===== src/rtl/spi_coax_pkg.sv =====
// Shared definitions for the RHS2116-style SPI link: frame size, command
// opcodes and responder FSM state encoding.
`timescale 1ns/1ps
package spi_coax_pkg;

    parameter int unsigned FRAME_BITS_DEFAULT = 32;

    // Two MSBs of an RHS2116 command word select the operation.
    typedef enum logic [1:0] {
        OP_CONVERT   = 2'b00,
        OP_CALIBRATE = 2'b01,
        OP_WRITE     = 2'b10,
        OP_READ      = 2'b11
    } rhs_op_t;

    typedef enum logic {
        ST_IDLE  = 1'b0,
        ST_SHIFT = 1'b1
    } state_t;

endpackage


===== src/rtl/spi_in_sync.sv =====
// Multi-flop synchronizer for one asynchronous SPI line with rise/fall
// detection against one further registered copy.
`timescale 1ns/1ps
module spi_in_sync #(
    parameter int unsigned SYNC_STAGES = 2,
    parameter logic        RST_VAL     = 1'b0
) (
    input  logic clk_link,
    input  logic rst_n,
    input  logic raw,
    output logic rise,
    output logic fall
);

    logic [SYNC_STAGES-1:0] chain;
    logic                   prev;

    always_ff @(posedge clk_link or negedge rst_n) begin
        if (!rst_n) begin
            chain <= {SYNC_STAGES{RST_VAL}};
            prev  <= RST_VAL;
        end else begin
            chain <= {chain[SYNC_STAGES-2:0], raw};
            prev  <= chain[SYNC_STAGES-1];
        end
    end

    assign rise = chain[SYNC_STAGES-1] & ~prev;
    assign fall = ~chain[SYNC_STAGES-1] & prev;

endmodule


===== src/rtl/rhs2116_spi_responder.sv =====
// RHS2116-style SPI peripheral emulator: oversampled SPI slave that returns a
// counter or an echo of earlier commands, and captures the master's command.
`timescale 1ns/1ps
module rhs2116_spi_responder
    import spi_coax_pkg::*;
#(
    parameter int unsigned FRAME_BITS  = FRAME_BITS_DEFAULT,
    parameter int unsigned SYNC_STAGES = 2,
    parameter int unsigned ECHO_MODE   = 0,
    parameter int unsigned PIPE_DEPTH  = 2
) (
    input  logic                  clk_link,
    input  logic                  rst_n,
    input  logic                  enable,
    input  logic                  cs_n,
    input  logic                  sclk,
    input  logic                  mosi,
    output logic                  miso,
    output logic [FRAME_BITS-1:0] rx_cmd,
    output logic                  rx_cmd_valid,
    output logic                  frame_abort,
    output logic [15:0]           frame_cnt
);

    localparam int unsigned      CNT_W    = $clog2(FRAME_BITS + 1);
    localparam logic [CNT_W-1:0] BITS_END = CNT_W'(FRAME_BITS);
    localparam logic [CNT_W-1:0] BITS_LAST = CNT_W'(FRAME_BITS - 1);

    state_t state, state_next;

    logic cs_rise, cs_fall, sclk_rise, sclk_fall;
    logic [SYNC_STAGES-1:0] mosi_chain;
    logic mosi_sync;

    logic start, end_frame, shift_rise, shift_fall;

    logic [31:0]           data_cnt;
    logic [FRAME_BITS-1:0] tx_shift;
    logic [FRAME_BITS-1:0] rx_shift;
    logic [FRAME_BITS-1:0] rx_next;
    logic [FRAME_BITS-1:0] tx_load;
    logic [CNT_W-1:0]      bit_cnt;
    logic [FRAME_BITS-1:0] pipe [PIPE_DEPTH];

    spi_in_sync #(.SYNC_STAGES(SYNC_STAGES), .RST_VAL(1'b1)) u_cs_sync (
        .clk_link (clk_link),
        .rst_n    (rst_n),
        .raw      (cs_n),
        .rise     (cs_rise),
        .fall     (cs_fall)
    );

    spi_in_sync #(.SYNC_STAGES(SYNC_STAGES), .RST_VAL(1'b0)) u_sclk_sync (
        .clk_link (clk_link),
        .rst_n    (rst_n),
        .raw      (sclk),
        .rise     (sclk_rise),
        .fall     (sclk_fall)
    );

    // Same depth as the sclk chain, so mosi is sampled aligned to the detected fall.
    always_ff @(posedge clk_link or negedge rst_n) begin
        if (!rst_n) begin
            mosi_chain <= '0;
        end else begin
            mosi_chain <= {mosi_chain[SYNC_STAGES-2:0], mosi};
        end
    end
    assign mosi_sync = mosi_chain[SYNC_STAGES-1];

    always_ff @(posedge clk_link or negedge rst_n) begin
        if (!rst_n) begin
            state <= ST_IDLE;
        end else begin
            state <= state_next;
        end
    end

    always_comb begin
        state_next = state;
        start      = 1'b0;
        end_frame  = 1'b0;
        shift_rise = 1'b0;
        shift_fall = 1'b0;
        case (state)
            ST_IDLE: begin
                if (cs_fall && enable) begin
                    start      = 1'b1;
                    state_next = ST_SHIFT;
                end
            end
            ST_SHIFT: begin
                if (cs_rise) begin
                    end_frame  = 1'b1;
                    state_next = ST_IDLE;
                end else if (!cs_fall) begin
                    shift_rise = sclk_rise;
                    shift_fall = sclk_fall;
                end
            end
            default: state_next = ST_IDLE;
        endcase
    end

    assign rx_next = {rx_shift[FRAME_BITS-2:0], mosi_sync};
    assign tx_load = (ECHO_MODE != 0) ? pipe[PIPE_DEPTH-1]
                                      : FRAME_BITS'(data_cnt + 32'd1);

    always_ff @(posedge clk_link or negedge rst_n) begin
        if (!rst_n) begin
            miso         <= 1'b0;
            rx_cmd       <= '0;
            rx_cmd_valid <= 1'b0;
            frame_abort  <= 1'b0;
            frame_cnt    <= '0;
            data_cnt     <= '0;
            tx_shift     <= '0;
            rx_shift     <= '0;
            bit_cnt      <= '0;
            for (int unsigned i = 0; i < PIPE_DEPTH; i++) begin
                pipe[i] <= '0;
            end
        end else begin
            rx_cmd_valid <= 1'b0;
            frame_abort  <= 1'b0;
            if (start) begin
                data_cnt <= data_cnt + 32'd1;
                tx_shift <= tx_load;
                bit_cnt  <= '0;
                miso     <= 1'b0;
            end
            if (end_frame) begin
                miso <= 1'b0;
                if (bit_cnt != '0 && bit_cnt < BITS_END) begin
                    frame_abort <= 1'b1;
                end
            end
            if (shift_rise) begin
                if (bit_cnt < BITS_END) begin
                    miso     <= tx_shift[FRAME_BITS-1];
                    tx_shift <= tx_shift << 1;
                end else begin
                    miso <= 1'b0;
                end
            end
            if (shift_fall && bit_cnt < BITS_END) begin
                rx_shift <= rx_next;
                bit_cnt  <= bit_cnt + 1'b1;
                if (bit_cnt == BITS_LAST) begin
                    rx_cmd       <= rx_next;
                    rx_cmd_valid <= 1'b1;
                    frame_cnt    <= frame_cnt + 16'd1;
                    for (int unsigned i = PIPE_DEPTH - 1; i > 0; i--) begin
                        pipe[i] <= pipe[i-1];
                    end
                    pipe[0] <= rx_next;
                end
            end
        end
    end

endmodule

===== config.mk =====
export PLATFORM = sky130hd
export DESIGN_NAME = rhs2116_spi_responder
export DESIGN_NICKNAME = d
export VERILOG_FILES = /design/src/rtl/spi_coax_pkg.sv /design/src/rtl/spi_in_sync.sv /design/src/rtl/rhs2116_spi_responder.sv
export SDC_FILE = /design/constraint.sdc
export NUM_CORES = 1
export LEC_CHECK = 0
export CAP_MARGIN = 20
export CORE_UTILIZATION = 30
export DETAILED_ROUTE_END_ITERATION = 12
export PLACE_DENSITY = 0.51
export SYNTH_ARGS = -nofsm -noshare
export SYNTH_HDL_FRONTEND = slang
export SYNTH_SLANG_ARGS = --single-unit

===== constraint.sdc =====
create_clock -name clk_link -period 3.48 [get_ports clk_link]
set_input_delay 0.522 -clock clk_link [delete_from_list [all_inputs] [get_ports clk_link]]
set_output_delay 0.522 -clock clk_link [all_outputs]
set_load 0.03 [all_outputs]

==> results.json <==
{
  "status": "finished, final reports clean",
  "relSlewSlack_pct": 44.6,
  "r2r-start": "u_cs_sync.chain[1]",
  "drive_above_1_share_pct": 13.2,
  "synth.most_common_cell": "nand2_1",
  "synth_edf_count": 0,
  "cts_buffers": 17,
  "post_cts_resized": 0,
  "p_seq_share_pct": 48.8,
  "crit_path_end_kind": "flip-flop",
  "grt_overflow": 0,
  "route.detailed.drc": 0,
  "power_frac_comb_pct": 6.0,
  "crit_chain": "xor2_1 > nor4b_4 > buf_4 > nand4_2 > nor3_1 > xor2_1",
  "grt_pass1_vias": 4954,
  "top_layer": "met4",
  "power_switching_uw": 1120,
  "ir_drop_mv": 0.285,
  "power.static_leakage_uw": 0.00397,
  "syn_inst": 686,
  "path_class": "flip-flop to flip-flop",
  "wl_met2_mm": 6.95,
  "nFillCells": 2340,
  "insertedDiodeCount": 0,
  "hold_path.class": "input port to asynchronous set/reset pin",
  "synthTopCellsByCount": "nand2_1, dfrtp_1, xnor2_1",
  "synth_ff_type": "dfrtp_1",
  "required_ps": 3830,
  "grt_use_total_pct": 13.3,
  "io_buffer_count": 56,
  "io_pins": 57,
  "slowest_stage": "dfstp_2",
  "critPathArrivalTime_ps": 2710,
  "cp-start-kind": "flip-flop",
  "yosysUniqueCellTypes": 56,
  "synth.net_count": 696,
  "path_common_cell": "xor2_1",
  "seq_area_frac_synth_pct": 55.4,
  "grt_start_max_net_pins": 66,
  "vias_per_cell": 4.67,
  "p_clk_share_pct": 45.2,
  "tightest_slew_ps": 828,
  "syn_area_sq_um": 7280,
  "die_h_um": 158,
  "cts_buffer_depth": 2,
  "multi_input_area_sq_um": 3070,
  "synth_area_per_cell_sq_um": 10.6,
  "postRouteAntennaNets": 0,
  "synth_area_leaders": "dfrtp_1, nand2_1, xnor2_1, mux2_2, xor2_1",
  "routed_wl_mm": 15.1,
  "fin_crit_ps": 2360,
  "crit_path_start": "u_cs_sync.chain[1]",
  "clk_pin_slew_worst_paths_ps": 70,
  "dieArea_sq_um": 24900,
  "globalplace.congestion": 0.756,
  "critPathMaxFanout": 31,
  "post-cts-setup-buffer-count": 0,
  "start_util_pct": 30.8,
  "num_rows": 56,
  "wl_met3_um": 494,
  "switching_share_pct": 26.4,
  "synth_largest_area_cell": "dfrtp_1",
  "clk_latency_ps": 430,
  "synthArstFlopShare_pct": 100,
  "dr.pass1.iters": 4,
  "max_stage_delay_ps": 600,
  "dp_hpwl_mm": 9.99,
  "wl_per_cell_um": 14.2,
  "ys_warn_count": 0,
  "ys_ff_latch": 161,
  "place_area_sq_um": 8170,
  "core_area_sq_um": 23600,
  "area.growth.synth_to_final_pct": 20.7,
  "setup_viol": 0,
  "max_cap_viol_count": 0,
  "slew_violations": 0,
  "drt_iter0_drc": 286,
  "num_vias": 4953,
  "powerDensity_nw_per_um2": 483,
  "final_area_sq_um": 8790,
  "antenna_found_initial": 0,
  "rsz0062_at_grt": "no",
  "setup_tns_ps": 0,
  "fmax_ghz": 0.423,
  "hold_viol": 0,
  "fin_nets": 739,
  "cts_tree": "built",
  "h-tree-depth": 4,
  "fin_crit_sh_pct": 67.9,
  "die_width_um": 158,
  "synth_top_area_share_pct": 54.3,
  "fin_skew_ps": 13.8,
  "clockRootBuffer": "clkbuf_16",
  "hold_buffers": 0,
  "cts_num_sinks": 161,
  "layout.area.seq_sq_um": 4030,
  "power.internal_uw": 3130,
  "wirelength_met1_mm": 7.44,
  "grt_pass1_wl_mm": 25.8
}
[cells by family after synthesis]
logic type	Yosys count	synth area share (%)
AO/OA/AOI/OAI	67	5.88
XOR/XNOR	73	8.78
adder cells (fa/ha/maj)	4	0.687
buffers and inverters	48	2.96
flip-flops	161	55.4
multiplexers	34	5.21
AND/OR/NAND/NOR	299	21.1
[registers in the layout, summed over array words and instances (netlist names)]
| name | cells |
|---|---|
| data_cnt | 32 |
| u_sclk_sync.prev | 1 |
| state | 1 |
| u_sclk_sync.chain | 2 |
| miso | 1 |
| rx_shift | 31 |
| frame_cnt | 16 |
| u_cs_sync.prev | 1 |
| rx_cmd | 32 |
| tx_shift | 32 |
| mosi_chain | 2 |
| frame_abort | 1 |
| rx_cmd_valid | 1 |
| u_cs_sync.chain | 2 |
| bit_cnt | 6 |
[metrics by stage]
stage / cells / total power, uW / utilization [%] / hold slack, ps / setup slack (ps)
floorplan: 686 / 2260 / - / 226 / 1590
global placement: 1029 / 2370 / 34.6 / 335 / 1050
detailed placement: 1029 / 2370 / 34.6 / 341 / 995
CTS: 1061 / 4320 / 37.2 / 102 / 1050
global route: 1061 / 4460 / 37.2 / 117 / 871
finish: 1061 / 4250 / 37.2 / 65.0 / 1120
[cells in the final DEF, fill, tap and decap left out, types with 9 or more instances in the layout]
master           instances
nand4_1                 18
o21ai_0                 18
mux2_2                  29
nor3_1                  15
nand2_1                160
clkbuf_16               17
dfrtp_1                158
xnor2_1                 39
xor2_1                  34
nand3_1                 25
clkdlybuf4s50_1         55
nor2_1                  31
a22oi_1                 12
o21ai_1                  9
[final cells by class]
cell class                 count  area share (%)
multi-input combinational    477            34.9
tap                          319            4.54
clock inverter                15            2.19
timing repair buffer          65            7.31
clock buffer                  17            4.84
inverter                       7           0.299
sequential                   161            45.9
[power by group through the flow]
stage / registers (uW) / clock network [uW] / logic (uW)
2_1_floorplan: 2080 / 0 / 185
6_report: 2070 / 1920 / 254
4_1_cts: 2080 / 1980 / 264
3_5_place_dp: 2110 / 0 / 264
3_3_place_gp: 2110 / 0 / 259
5_1_grt: 2090 / 2070 / 296
[layer usage]
| metal | global-route usage (%) | up-vias |
|---|---|---|
| met4 | 5.09 | 0 |
| met2 | 20.5 | 84 |
| met5 | 0 | - |
| li1 | - | 2433 |
| met1 | 18.1 | 2424 |
| met3 | 3.01 | 12 |
[worst paths after layout]
check,end,slack (ps),cells after the start
setup reg to reg,frame_cnt[6],1120,6
min in group clk_link,mosi_chain[1],350,0
max in group asynchronous,u_cs_sync.chain[0],2510,2
hold reg to reg,mosi_chain[1],350,0
hold / removal,rx_cmd[26],70,1
setup / recovery,frame_cnt[6],1120,6
[worst max-delay path, delay by kind of cell (launching register included)]
kind | cells | cell delay, ps
buffers and inverters | 1 | 470
XOR/XNOR | 2 | 330
AND/OR/NAND/NOR | 3 | 890
flip-flops | 1 | 600
Power figures use the tool's default switching activity.
